==> src/rtl/ddr_refresh_ctrl.sv <==
`default_nettype none
// ============================================================================
// Module      : ddr_refresh_ctrl
// Description : DDR auto-refresh scheduler. Generates one refresh request per
//               tREFI interval, allows up to MAX_PENDING refreshes to be
//               postponed, issues a one-cycle AUTO REFRESH pulse on grant and
//               holds a tRFC busy window afterwards.
//               Optional feature macro: REF_OVERFLOW_FLAG_EN adds the sticky
//               ref_overflow error output.
// Revision    : 1.0 - initial release
// ============================================================================
module ddr_refresh_ctrl #(
  parameter int TREFI_CYCLES = 1040,
  parameter int TRFC_CYCLES  = 10,
  parameter int MAX_PENDING  = 8
) (
  input  logic       clk,
  input  logic       rst,
  input  logic       init_done,
  input  logic       ref_grant,
  output logic       ref_req,
  output logic       ref_urgent,
  output logic       ref_cmd,
  output logic       ref_busy,
  output logic [3:0] pending_cnt
`ifdef REF_OVERFLOW_FLAG_EN
  ,
  output logic       ref_overflow
`endif
);

  localparam int c_INT_W = $clog2(TREFI_CYCLES + 1);
  localparam int c_RFC_W = $clog2(TRFC_CYCLES + 1);

  localparam logic [c_INT_W-1:0] c_INT_LAST  = c_INT_W'(TREFI_CYCLES - 1);
  // Entering RUN already accounts for the cycle in which init_done was seen.
  localparam logic [c_INT_W-1:0] c_INT_START = (TREFI_CYCLES > 1) ? c_INT_W'(1) : c_INT_W'(0);
  localparam logic [c_RFC_W-1:0] c_RFC_LAST  = c_RFC_W'(TRFC_CYCLES);
  localparam logic [c_RFC_W-1:0] c_RFC_ONE   = c_RFC_W'(1);
  localparam logic [3:0]         c_MAX       = 4'(MAX_PENDING);

  typedef enum logic [1:0] {
    ST_DISABLED = 2'd0,
    ST_RUN      = 2'd1,
    ST_ISSUE    = 2'd2,
    ST_WAIT_RFC = 2'd3
  } state_t;

  state_t               r_state;
  state_t               w_state_next;
  logic [c_INT_W-1:0]   r_int;
  logic [c_INT_W-1:0]   w_int_next;
  logic [c_RFC_W-1:0]   r_rfc;
  logic [c_RFC_W-1:0]   w_rfc_next;
  logic [3:0]           r_pend;
  logic [3:0]           w_pend_next;
  logic                 w_tick;
  logic                 w_dec;
  logic                 w_ovf;
  logic                 r_ref_req;
  logic                 r_ref_urgent;
  logic                 r_ref_cmd;
  logic                 r_ref_busy;

  // Next-state, interval counter, tRFC counter and pending-count logic.
  always_comb begin
    w_state_next = r_state;
    w_int_next   = r_int;
    w_rfc_next   = r_rfc;
    w_pend_next  = r_pend;
    w_dec        = 1'b0;
    w_ovf        = 1'b0;
    w_tick       = (r_state != ST_DISABLED) && (r_int == c_INT_LAST);

    if (!init_done) begin
      // Losing init_done abandons everything, including a tRFC window.
      w_state_next = ST_DISABLED;
      w_int_next   = '0;
      w_rfc_next   = '0;
      w_pend_next  = '0;
    end else begin
      if (r_state == ST_DISABLED) begin
        w_int_next = c_INT_START;
      end else begin
        w_int_next = w_tick ? '0 : r_int + c_INT_W'(1);
      end

      case (r_state)
        ST_DISABLED: begin
          w_state_next = ST_RUN;
        end
        ST_RUN: begin
          // ref_req already implies a nonzero pending count.
          if (r_ref_req && ref_grant) begin
            w_state_next = ST_ISSUE;
            w_rfc_next   = c_RFC_ONE;
            w_dec        = 1'b1;
          end
        end
        ST_ISSUE, ST_WAIT_RFC: begin
          if (r_rfc >= c_RFC_LAST) begin
            w_state_next = ST_RUN;
            w_rfc_next   = '0;
          end else begin
            w_state_next = ST_WAIT_RFC;
            w_rfc_next   = r_rfc + c_RFC_ONE;
          end
        end
        default: begin
          w_state_next = ST_DISABLED;
        end
      endcase

      // A tick and a grant together cancel out and never count as overflow.
      if (w_tick && !w_dec) begin
        if (r_pend == c_MAX) begin
          w_ovf = 1'b1;
        end else begin
          w_pend_next = r_pend + 4'd1;
        end
      end else if (w_dec && !w_tick && (r_pend != 4'd0)) begin
        w_pend_next = r_pend - 4'd1;
      end
    end
  end

  // State register and outputs registered from next-state values so they
  // line up with the cycle in which the state they describe is current.
  always_ff @(posedge clk) begin
    if (rst) begin
      r_state      <= ST_DISABLED;
      r_int        <= '0;
      r_rfc        <= '0;
      r_pend       <= '0;
      r_ref_req    <= 1'b0;
      r_ref_urgent <= 1'b0;
      r_ref_cmd    <= 1'b0;
      r_ref_busy   <= 1'b0;
    end else begin
      r_state      <= w_state_next;
      r_int        <= w_int_next;
      r_rfc        <= w_rfc_next;
      r_pend       <= w_pend_next;
      r_ref_req    <= (w_state_next == ST_RUN) && (w_pend_next != 4'd0);
      r_ref_urgent <= (w_pend_next == c_MAX);
      r_ref_cmd    <= (w_state_next == ST_ISSUE);
      r_ref_busy   <= (w_state_next == ST_ISSUE) || (w_state_next == ST_WAIT_RFC);
    end
  end

`ifdef REF_OVERFLOW_FLAG_EN
  logic r_ovf;

  // Sticky overflow flag; only reset clears it.
  always_ff @(posedge clk) begin
    if (rst) begin
      r_ovf <= 1'b0;
    end else if (w_ovf) begin
      r_ovf <= 1'b1;
    end
  end

  assign ref_overflow = r_ovf;
`else
  // Without the flag, overflowing ticks are silently dropped.
  logic w_ovf_unused;
  assign w_ovf_unused = w_ovf;
`endif

  assign ref_req     = r_ref_req;
  assign ref_urgent  = r_ref_urgent;
  assign ref_cmd     = r_ref_cmd;
  assign ref_busy    = r_ref_busy;
  assign pending_cnt = r_pend;

endmodule
`default_nettype wire

==> config.mk <==
export PLATFORM = sky130hd
export DESIGN_NAME = ddr_refresh_ctrl
export DESIGN_NICKNAME = d
export VERILOG_FILES = /design/src/rtl/ddr_refresh_ctrl.sv
export SDC_FILE = /design/constraint.sdc
export NUM_CORES = 1
export LEC_CHECK = 0
export ABC_CLOCK_PERIOD_IN_PS = 2950
export BUFFER_PORTS_ARGS = -buffer_cell sky130_fd_sc_hd__buf_2
export CELL_PAD_IN_SITES_DETAIL_PLACEMENT = 1
export CELL_PAD_IN_SITES_GLOBAL_PLACEMENT = 1
export CORE_MARGIN = 2
export CORE_UTILIZATION = 35
export DETAILED_ROUTE_END_ITERATION = 12
export GPL_TIMING_DRIVEN = 0
export PLACE_DENSITY = 0.69
export SLEW_MARGIN = 40
export SYNTH_ARGS = -nofsm -noshare
export SYNTH_HDL_FRONTEND = slang
export SYNTH_SLANG_ARGS = --single-unit
==> constraint.sdc <==
create_clock -name clk -period 2.95 [get_ports clk]
set_input_delay 0.1475 -clock clk [delete_from_list [all_inputs] [get_ports clk]]
set_output_delay 0.1475 -clock clk [all_outputs]
set_load 0.01 [all_outputs]
==> metrics.md, run 1 <==
| Metric | Value |
|---|---|
| RePlAce Congestion | `a little under 0.8` |
| CTS max path bufs | `2` |
| Worst hold margin | `between 0.2 and 0.3 ns` |
| Min Tclk post-route | `roughly 2.3 ns` |
| Inserted Diodes | `0` |
| Worst-margin pin slew | `around 0.43 ns` |
| Final setup vio count | `0` |
| Syn avg cell area | `slightly below 9 sq um` |
| CTS tree | `done` |
| Multi-input logic area | `between 700 and 800 sq um` |
| Asr flop ratio synth | `0` |
| Grt total ovfl | `0` |
| Maximum clock frequency | `435.1 MHz` |
| FP Rows | `21` |
| Largest net degree at the start of global routing | `14` |
| Cells after synthesis | `140` |
| Fill cells | `408` |
| Initial Util | `0.3684` |
| CP max stage cell | `or4_2` |
| Outcome | `complete, no violations` |
| Routed wl met3 | `slightly above 90 um` |
| Vias in the first global route | `around 1100` |
| Synthesis warning total | `0` |
| Main flop type after synthesis | `dfxtp_1` |
| Crit path cell chain | `buf_6 -> inv_1 -> nand4_1 -> or4_2 -> and3_2 -> nor3b_2 -> and4b_1` |
| Clock Skews | `roughly 0.0047 ns` |
| CP max FO | `10` |
| Max incr delay on CP | `0.74 ns` |
| Die Span X | `63.73 um` |
| Wirelength per Cell | `13.46 um` |
| Met2 WL post-DR | `1.345 mm` |
| Max_cap viols | `0` |
| Vias after detailed routing | `about 1100` |
| Post-synthesis sequential area ratio | `0.4008` |
| Area leader, netlist | `dfxtp_1` |
| Top Layer Used | `met4` |
| Worst skew pair latency | `0.31 ns` |
| Wl on met1 | `1.248 mm` |
| Crit start category | `flop` |
| Final-report hold violation count | `0` |
| Number of synthesized flops with an enable pin | `0` |
| Synth area leaders | `dfxtp_1 (40%), nor2_1 (7.2%), ha_1 (5.0%), xnor2_1 (4.2%), xor2_1 (4.2%)` |
| Lkg Pwr | `0.5191 nW` |
| Switching Share | `0.2192` |
| Residual DRC count | `0` |
| Total Nets Final | `about 170` |
| Port buffer count | `11` |
| Initial antenna violation count | `0` |
| H-tree Lvls | `1` |
| Most frequent cell after synthesis | `dfxtp_1` |
| Reg power frac | `0.672` |
| Slew Limit Headroom | `0.7111` |
| Core area | `3390 sq um` |
| FF+latch area | `~500 sq um` |
| Hold buffer count at CTS | `0` |
| Die Y | `~64 um` |
| RSZ-0062 raised after global routing | `no` |
| Post-synth top area share | `0.4008` |
| Clock power share | `0.303` |
| CP Class | `reg -> reg` |
| First-pass DRT Iterations | `4` |
| First-pass GRT wire length | `4.919 mm` |
| Worst VDD drop | `0.0001134 V` |
| Comb pwr share | `0.025` |
| Slew Viols, Final | `0` |
| Setup Fix Bufs, Post-CTS | `0` |
| Fin crit share | `0.7791` |
| Critical Path RT | `about 3.2 ns` |
| Synth Cell Area | `1249 sq um` |
| DRT antenna net count | `0` |
| Area Growth Syn to Fin | `11.12%` |
| Net load switching power | `about 0.11 mW` |
| Synth Register Bits | `25` |
| HPWL after DPL | `2.117 mm` |
| CTS buffer count | `3` |
| HP Class | `in -> reg` |
| Power per cell area | `around 370 nW/um^2` |
| Element type at the critical path end | `flop` |
| Share of cells above drive strength 1 | `0.1484` |
| Synth cell count leaders | `dfxtp_1 (25), nor2_1 (24), nand2_1 (9)` |
| Root Driver | `clkbuf_4` |
| Wirelength, routed | `roughly 2.7 mm` |
| CTS-repair resized insts | `0` |
| Syn Nets | `149` |
| Crit path DAT | `around 2.5 ns` |
| Post-route setup TNS | `0 ns` |
| Clock sinks | `25` |
| Initial drt markers | `35` |
| # IOs | `12` |
| Cell-internal power | `roughly 0.40 mW` |
| GRT Total Usage | `0.1505` |
| Die Area | `a little over 4000 sq um` |
| Netlist cell types | `44` |
| Clock transition at the registers of the reported paths | `between 0.1 and 0.15 ns` |
| Vias/cell | `5.303` |
worst max-delay path, delay by kind of cell (launching register included):
kind | cells | cell delay [ns]
flip-flops | 1 | 0.34
AND/OR/NAND/NOR | 5 | 1.66
buffers and inverters | 2 | 0.21
flip-flops by register name, indices dropped and copies added (netlist names):
signal,count
ref_req,1
r_int,11
r_state,2
r_rfc,4
ref_urgent,1
ref_busy,1
ref_cmd,1
pending_cnt,4
final timing paths:
check,startpoint,endpoint,slack [ns],cells after the start
max reg2reg,r_state[1]$_SDFF_PP0_,ref_urgent$_SDFF_PP0_,0.65,7
min,init_done,r_rfc[3]$_SDFFE_PP0P_,0.29,3
max,r_state[1]$_SDFF_PP0_,ref_urgent$_SDFF_PP0_,0.65,7
min reg2reg,r_int[10]$_SDFF_PP0_,r_int[10]$_SDFF_PP0_,0.57,2
cell type report:
| class | count | area share |
|---|---|---|
| Sequential cell | 25 | 0.3607 |
| Inverter | 6 | 0.01623 |
| Clock buffer | 4 | 0.01894 |
| Timing Repair Buffer | 11 | 0.03968 |
| Tap cell | 46 | 0.04148 |
| Buffer | 3 | 0.01353 |
| Multi-Input combinational cell | 106 | 0.5095 |
through the flow:
step	setup slack, ns	instance area, sq um	power [mW]	util	std cells
2_1_floorplan	0.8533	1249	0.3560	-	140
3_3_place_gp	0.6935	1361	0.3611	0.4016	197
3_5_place_dp	0.6642	1361	0.3617	0.4016	197
4_1_cts	0.6426	1388	0.5163	0.4094	201
5_1_grt	0.4044	1388	0.5319	0.4094	201
6_report	0.6517	1388	0.5081	0.4094	201
layout by cell type (no fill, tap or decap), types with 2 or more instances in the layout:
cell | Yosys | routed
and3_2 | 2 | 2
xor2_1 | 6 | 6
nand2_1 | 9 | 9
a31oi_1 | 2 | 2
and4b_1 | 2 | 2
clkbuf_1 | 2 | 3
dfxtp_1 | 25 | 25
buf_2 | 0 | 11
or4_1 | 2 | 2
inv_1 | 6 | 6
clkbuf_4 | 0 | 3
nor2_1 | 24 | 24
nand3_1 | 5 | 5
a21oi_1 | 5 | 5
and3_1 | 3 | 3
a41oi_1 | 2 | 2
ha_1 | 5 | 5
nor3b_1 | 4 | 4
xnor2_1 | 6 | 6
nor4_1 | 2 | 2
nor3_1 | 3 | 3
cells by family (layout without fill, tap and decap cells):
kind of cell,count (synthesis),in the layout,share of synthesized area
fa+ha+maj,5,5,0.05010
buf+inv,9,24,0.03307
xor+xnor,12,12,0.08417
simple gates,67,67,0.3036
flops,25,25,0.4008
compound gates,22,22,0.1283
power by group through the flow:
| stage | sequential [mW] | combinational (mW) | clock [mW] |
|---|---|---|---|
| floorplan | 0.348 | 0.00803 | 0 |
| global placement | 0.348 | 0.0127 | 0 |
| detailed placement | 0.349 | 0.0132 | 0 |
| CTS | 0.341 | 0.0132 | 0.162 |
| global route | 0.342 | 0.0146 | 0.176 |
| finish | 0.341 | 0.0129 | 0.154 |
per-layer routing:
layer,GRT usage,vias up
met4,0.03261,0
met3,0.02993,2
li1,-,531
met5,0,-
met2,0.2737,13
met1,0.1824,520
No activity file was read; power rests on OpenSTA's default activity.
==> inputs of run 2 (changes only) <==
--- a/config.mk
+++ b/config.mk
@@ -5,7 +5,8 @@
 export SDC_FILE = /design/constraint.sdc
 export NUM_CORES = 1
 export LEC_CHECK = 0
-export ABC_CLOCK_PERIOD_IN_PS = 2950
+export ABC_AREA = 1
+export ABC_CLOCK_PERIOD_IN_PS = 2300
 export BUFFER_PORTS_ARGS = -buffer_cell sky130_fd_sc_hd__buf_2
 export CELL_PAD_IN_SITES_DETAIL_PLACEMENT = 1
 export CELL_PAD_IN_SITES_GLOBAL_PLACEMENT = 1
@@ -13,7 +14,7 @@
 export CORE_UTILIZATION = 35
 export DETAILED_ROUTE_END_ITERATION = 12
 export GPL_TIMING_DRIVEN = 0
-export PLACE_DENSITY = 0.69
+export PLACE_DENSITY = 0.71
 export SLEW_MARGIN = 40
 export SYNTH_ARGS = -nofsm -noshare
 export SYNTH_HDL_FRONTEND = slang
==> constraint.sdc (replaced) <==
create_clock -name clk -period 2.3 [get_ports clk]
set_input_delay 0.115 -clock clk [delete_from_list [all_inputs] [get_ports clk]]
set_output_delay 0.115 -clock clk [all_outputs]
set_load 0.01 [all_outputs]
==> metrics.md, run 2 <==
| Metric | Value |
|---|---|
| Most frequent cell after synthesis | `nand2_1` |
| Final core utilization | `0.4094 (about the same)` |
| HP Class | `in -> reg` |
| RePlAce Congestion | `0.7618 (-1.8%)` |
| RSZ-0062 raised after global routing | `no` |
| Number of flip-flops in the largest register | `11 (unchanged)` |
| Number of synthesized flops with an enable pin | `0 (unchanged)` |
| Maximum clock frequency | `576.3 MHz (+32%)` |
| Die Area | `4324 sq um (+6.5%)` |
| Residual DRC count | `0 (unchanged)` |
| # IOs | `12 (unchanged)` |
| Asr flop ratio synth | `0 (unchanged)` |
| Hold Path Depth | `2 (-1)` |
| Wirelength, routed | `2.881 mm (+6.5%)` |
| Initial antenna violation count | `0 (unchanged)` |
| Fin crit share | `0.7544 (-0.02466)` |
| Core area | `3661 sq um (+8.0%)` |
| Max_cap viols | `0 (unchanged)` |
| Area leader, netlist | `dfxtp_1` |
| Outcome | `complete, no violations` |
| Post-synth top area share | `0.3749 (-0.02592)` |
| Commonest non-fill, non-tap cells in the layout | `nand2_1 (29), nor2_1 (27), dfxtp_1 (25), inv_1 (19), buf_2 (11)` |
| Worst Hold End | `pending_cnt[3]$_SDFF_PP0_` |
| Initial drt markers | `34 (-2.9%)` |
| First-pass DRT Iterations | `4 (unchanged)` |
| Post-synthesis sequential area ratio | `0.3749 (-0.02592)` |
| Min Tclk post-route | `1.735 ns (-0.5631 ns)` |
| H-tree Lvls | `1 (unchanged)` |
| Vias/cell | `4.886 (-7.9%)` |
| Element type at the critical path end | `flop` |
| Synth Register Bits | `25 (unchanged)` |
| DRT antenna net count | `0 (unchanged)` |
| Share of cells above drive strength 1 | `0.2021 (+0.05374)` |
| Area Growth Syn to Fin | `12.28%` |
| Vias in the first global route | `1248 (+16%)` |
| Die Span X | `65.76 um (+3.2%)` |
| Die Y | `65.76 um (+3.2%)` |
| Worst skew pair latency | `0.27 ns (-0.04 ns)` |
| Post-route setup TNS | `0 ns (unchanged)` |
| Worst-margin pin slew | `0.3113 ns (-0.1220 ns)` |
| HPWL after DPL | `2.318 mm (+9.5%)` |
| Hold buffer count at CTS | `0 (unchanged)` |
| CTS max path bufs | `2 (unchanged)` |
| Lkg Pwr | `0.6453 nW (+24%)` |
| CTS-repair resized insts | `0 (unchanged)` |
| Syn Nets | `182 (+22%)` |
| CP max FO | `5 (-5)` |
| Final setup vio count | `0 (unchanged)` |
| Cells after synthesis | `173 (+24%)` |
| Inserted Diodes | `0 (unchanged)` |
| CP Class | `reg -> reg` |
| CTS tree | `done` |
| R2r worst-path depth | `10 (+3)` |
| Vias after detailed routing | `1153 (+8.2%)` |
| Syn avg cell area | `7.717 sq um (-13%)` |
| Commonest non-fill, non-tap cell in the layout | `nand2_1` |
| Total Nets Final | `198 (+20%)` |
| Synth Cell Area | `1335 sq um (+6.9%)` |
| Root Driver | `clkbuf_8` |
| Clock sinks | `25 (unchanged)` |
| Final-report hold violation count | `0 (unchanged)` |
| Slew Viols, Final | `0 (unchanged)` |
| Synth cell count leaders | `nand2_1 (29), nor2_1 (27), dfxtp_1 (25)` |
| Critical Path RT | `2.48 ns (-0.70 ns)` |
| Largest net degree at the start of global routing | `16 (+2)` |
| Clock Skews | `0.007733 ns (+0.003027 ns)` |
| Wirelength per Cell | `12.21 um (-9.3%)` |
| Worst VDD drop | `0.0001861 V (+64%)` |
| First-pass GRT wire length | `5.250 mm (+6.7%)` |
| Initial Util | `0.3647 (-0.003740)` |
| Main flop type after synthesis | `dfxtp_1` |
| Worst flop-to-flop path startpoint | `pending_cnt[0]$_SDFF_PP0_` |
| Synthesis warning total | `0 (unchanged)` |
| Setup slack, reg-to-reg | `0.56 ns (-0.09 ns)` |
| FP Rows | `22 (+4.8%)` |
| Worst hold margin | `0.08314 ns (-0.2079 ns)` |
| Port buffer count | `11 (unchanged)` |
| R2R Path End | `ref_req$_SDFF_PP0_` |
| Synth area leaders | `dfxtp_1 (37%), nand2_1 (8.2%), nor2_1 (7.6%), inv_1 (5.3%), ha_1 (4.7%)` |
| Largest Register | `r_int` |
| Netlist cell types | `32 (-27%)` |
| Crit path DAT | `1.91 ns (-0.61 ns)` |
| Clock transition at the registers of the reported paths | `0.09 ns (-0.05 ns)` |
| Slew Limit Headroom | `0.7917 (+0.08056)` |
| Grt total ovfl | `0 (unchanged)` |
| Min-delay src | `rst` |
| GRT Total Usage | `0.1531 (+0.002642)` |
| CTS buffer count | `3 (unchanged)` |
| Power per cell area | `486.6 nW/um^2 (+33%)` |
| Setup Fix Bufs, Post-CTS | `0 (unchanged)` |
| Crit start category | `flop` |
run 2: changes by cell type after synthesis, moves of 3 or more:
cell | previous run | this run
a21oi_1 | 5 | 9
and3_1 | 3 | 0
inv_1 | 6 | 19
nand2_1 | 9 | 29
nand2_2 | 0 | 6
nand3_1 | 5 | 9
nand4_1 | 1 | 4
nor2_1 | 24 | 27
nor2_2 | 0 | 3
xnor2_1 | 6 | 2
run 2: cell families after synthesis:
group,share of synthesized area
AOI/OAI and AO/OA,0.08811
xor gates and xnor gates,0.05249
adders and majority gates,0.04686
buffers and inverters,0.05905
DFF,0.3749
and+or+nand+nor,0.3786
run 2: area by class of cell:
cell class,instances,area (sq um)
Clock inverter,1,7.507
Tap cell,48,60.06
Inverter,21,78.83
Clock buffer,3,41.29
Timing Repair Buffer,11,55.05
Fill cell,467,2162
Sequential cell,25,500.5
Multi-Input combinational cell,127,755.7
run 2: how the worst max path moves through the flow:
stage                              startpoint                  to  slack (ns)  cells past startpoint
floorplan           pending_cnt[0]$_SDFF_PP0_  ref_req$_SDFF_PP0_        0.70                     10
global placement    pending_cnt[0]$_SDFF_PP0_  ref_req$_SDFF_PP0_        0.62                     10
detailed placement  pending_cnt[0]$_SDFF_PP0_  ref_req$_SDFF_PP0_        0.55                     10
CTS                 pending_cnt[0]$_SDFF_PP0_  ref_req$_SDFF_PP0_        0.53                     10
global route              r_int[0]$_SDFF_PP0_  ref_req$_SDFF_PP0_        0.38                     12
finish              pending_cnt[0]$_SDFF_PP0_  ref_req$_SDFF_PP0_        0.56                     10
run 2: through the flow:
| step | instance area (sq um) | total power [mW] | std cells | setup WS, ns |
|---|---|---|---|---|
| 4_1_cts | 1499 | 0.7390 | 236 | 0.5297 |
| 5_1_grt | 1499 | 0.7632 | 236 | 0.3770 |
| 3_5_place_dp | 1450 | 0.4665 | 232 | 0.5549 |
| 2_1_floorplan | 1335 | 0.4576 | 173 | 0.7046 |
| 3_3_place_gp | 1450 | 0.4656 | 232 | 0.6175 |
| 6_report | 1499 | 0.7295 | 236 | 0.5648 |
run 2: report_power, final:
part | switching, mW | internal (mW) | total [mW]
combinational | 0.0139 | 0.00556 | 0.0195
sequential | 0.00187 | 0.435 | 0.437
clock | 0.151 | 0.123 | 0.273
run 2: per-layer routing:
layer	vias up	share of wire	routed length (um)	global-route usage
met5	-	0	0	0
met4	0	0.0097	28	0.03906
met3	4	0.016	47	0.02568
met2	9	0.51	1465	0.2790
met1	549	0.47	1340	0.1842
li1	591	-	-	-
run 2: worst max-delay path, cell delays in order, from the launching register on:
cell,delay (ns)
dfxtp_1,0.41
inv_1,0.12
ha_1,0.28
a21oi_4,0.19
nand2_2,0.12
nand2_1,0.07
nand2_1,0.05
o21ai_2,0.16
nand2_2,0.08
nor2_1,0.11
nor2_1,0.04
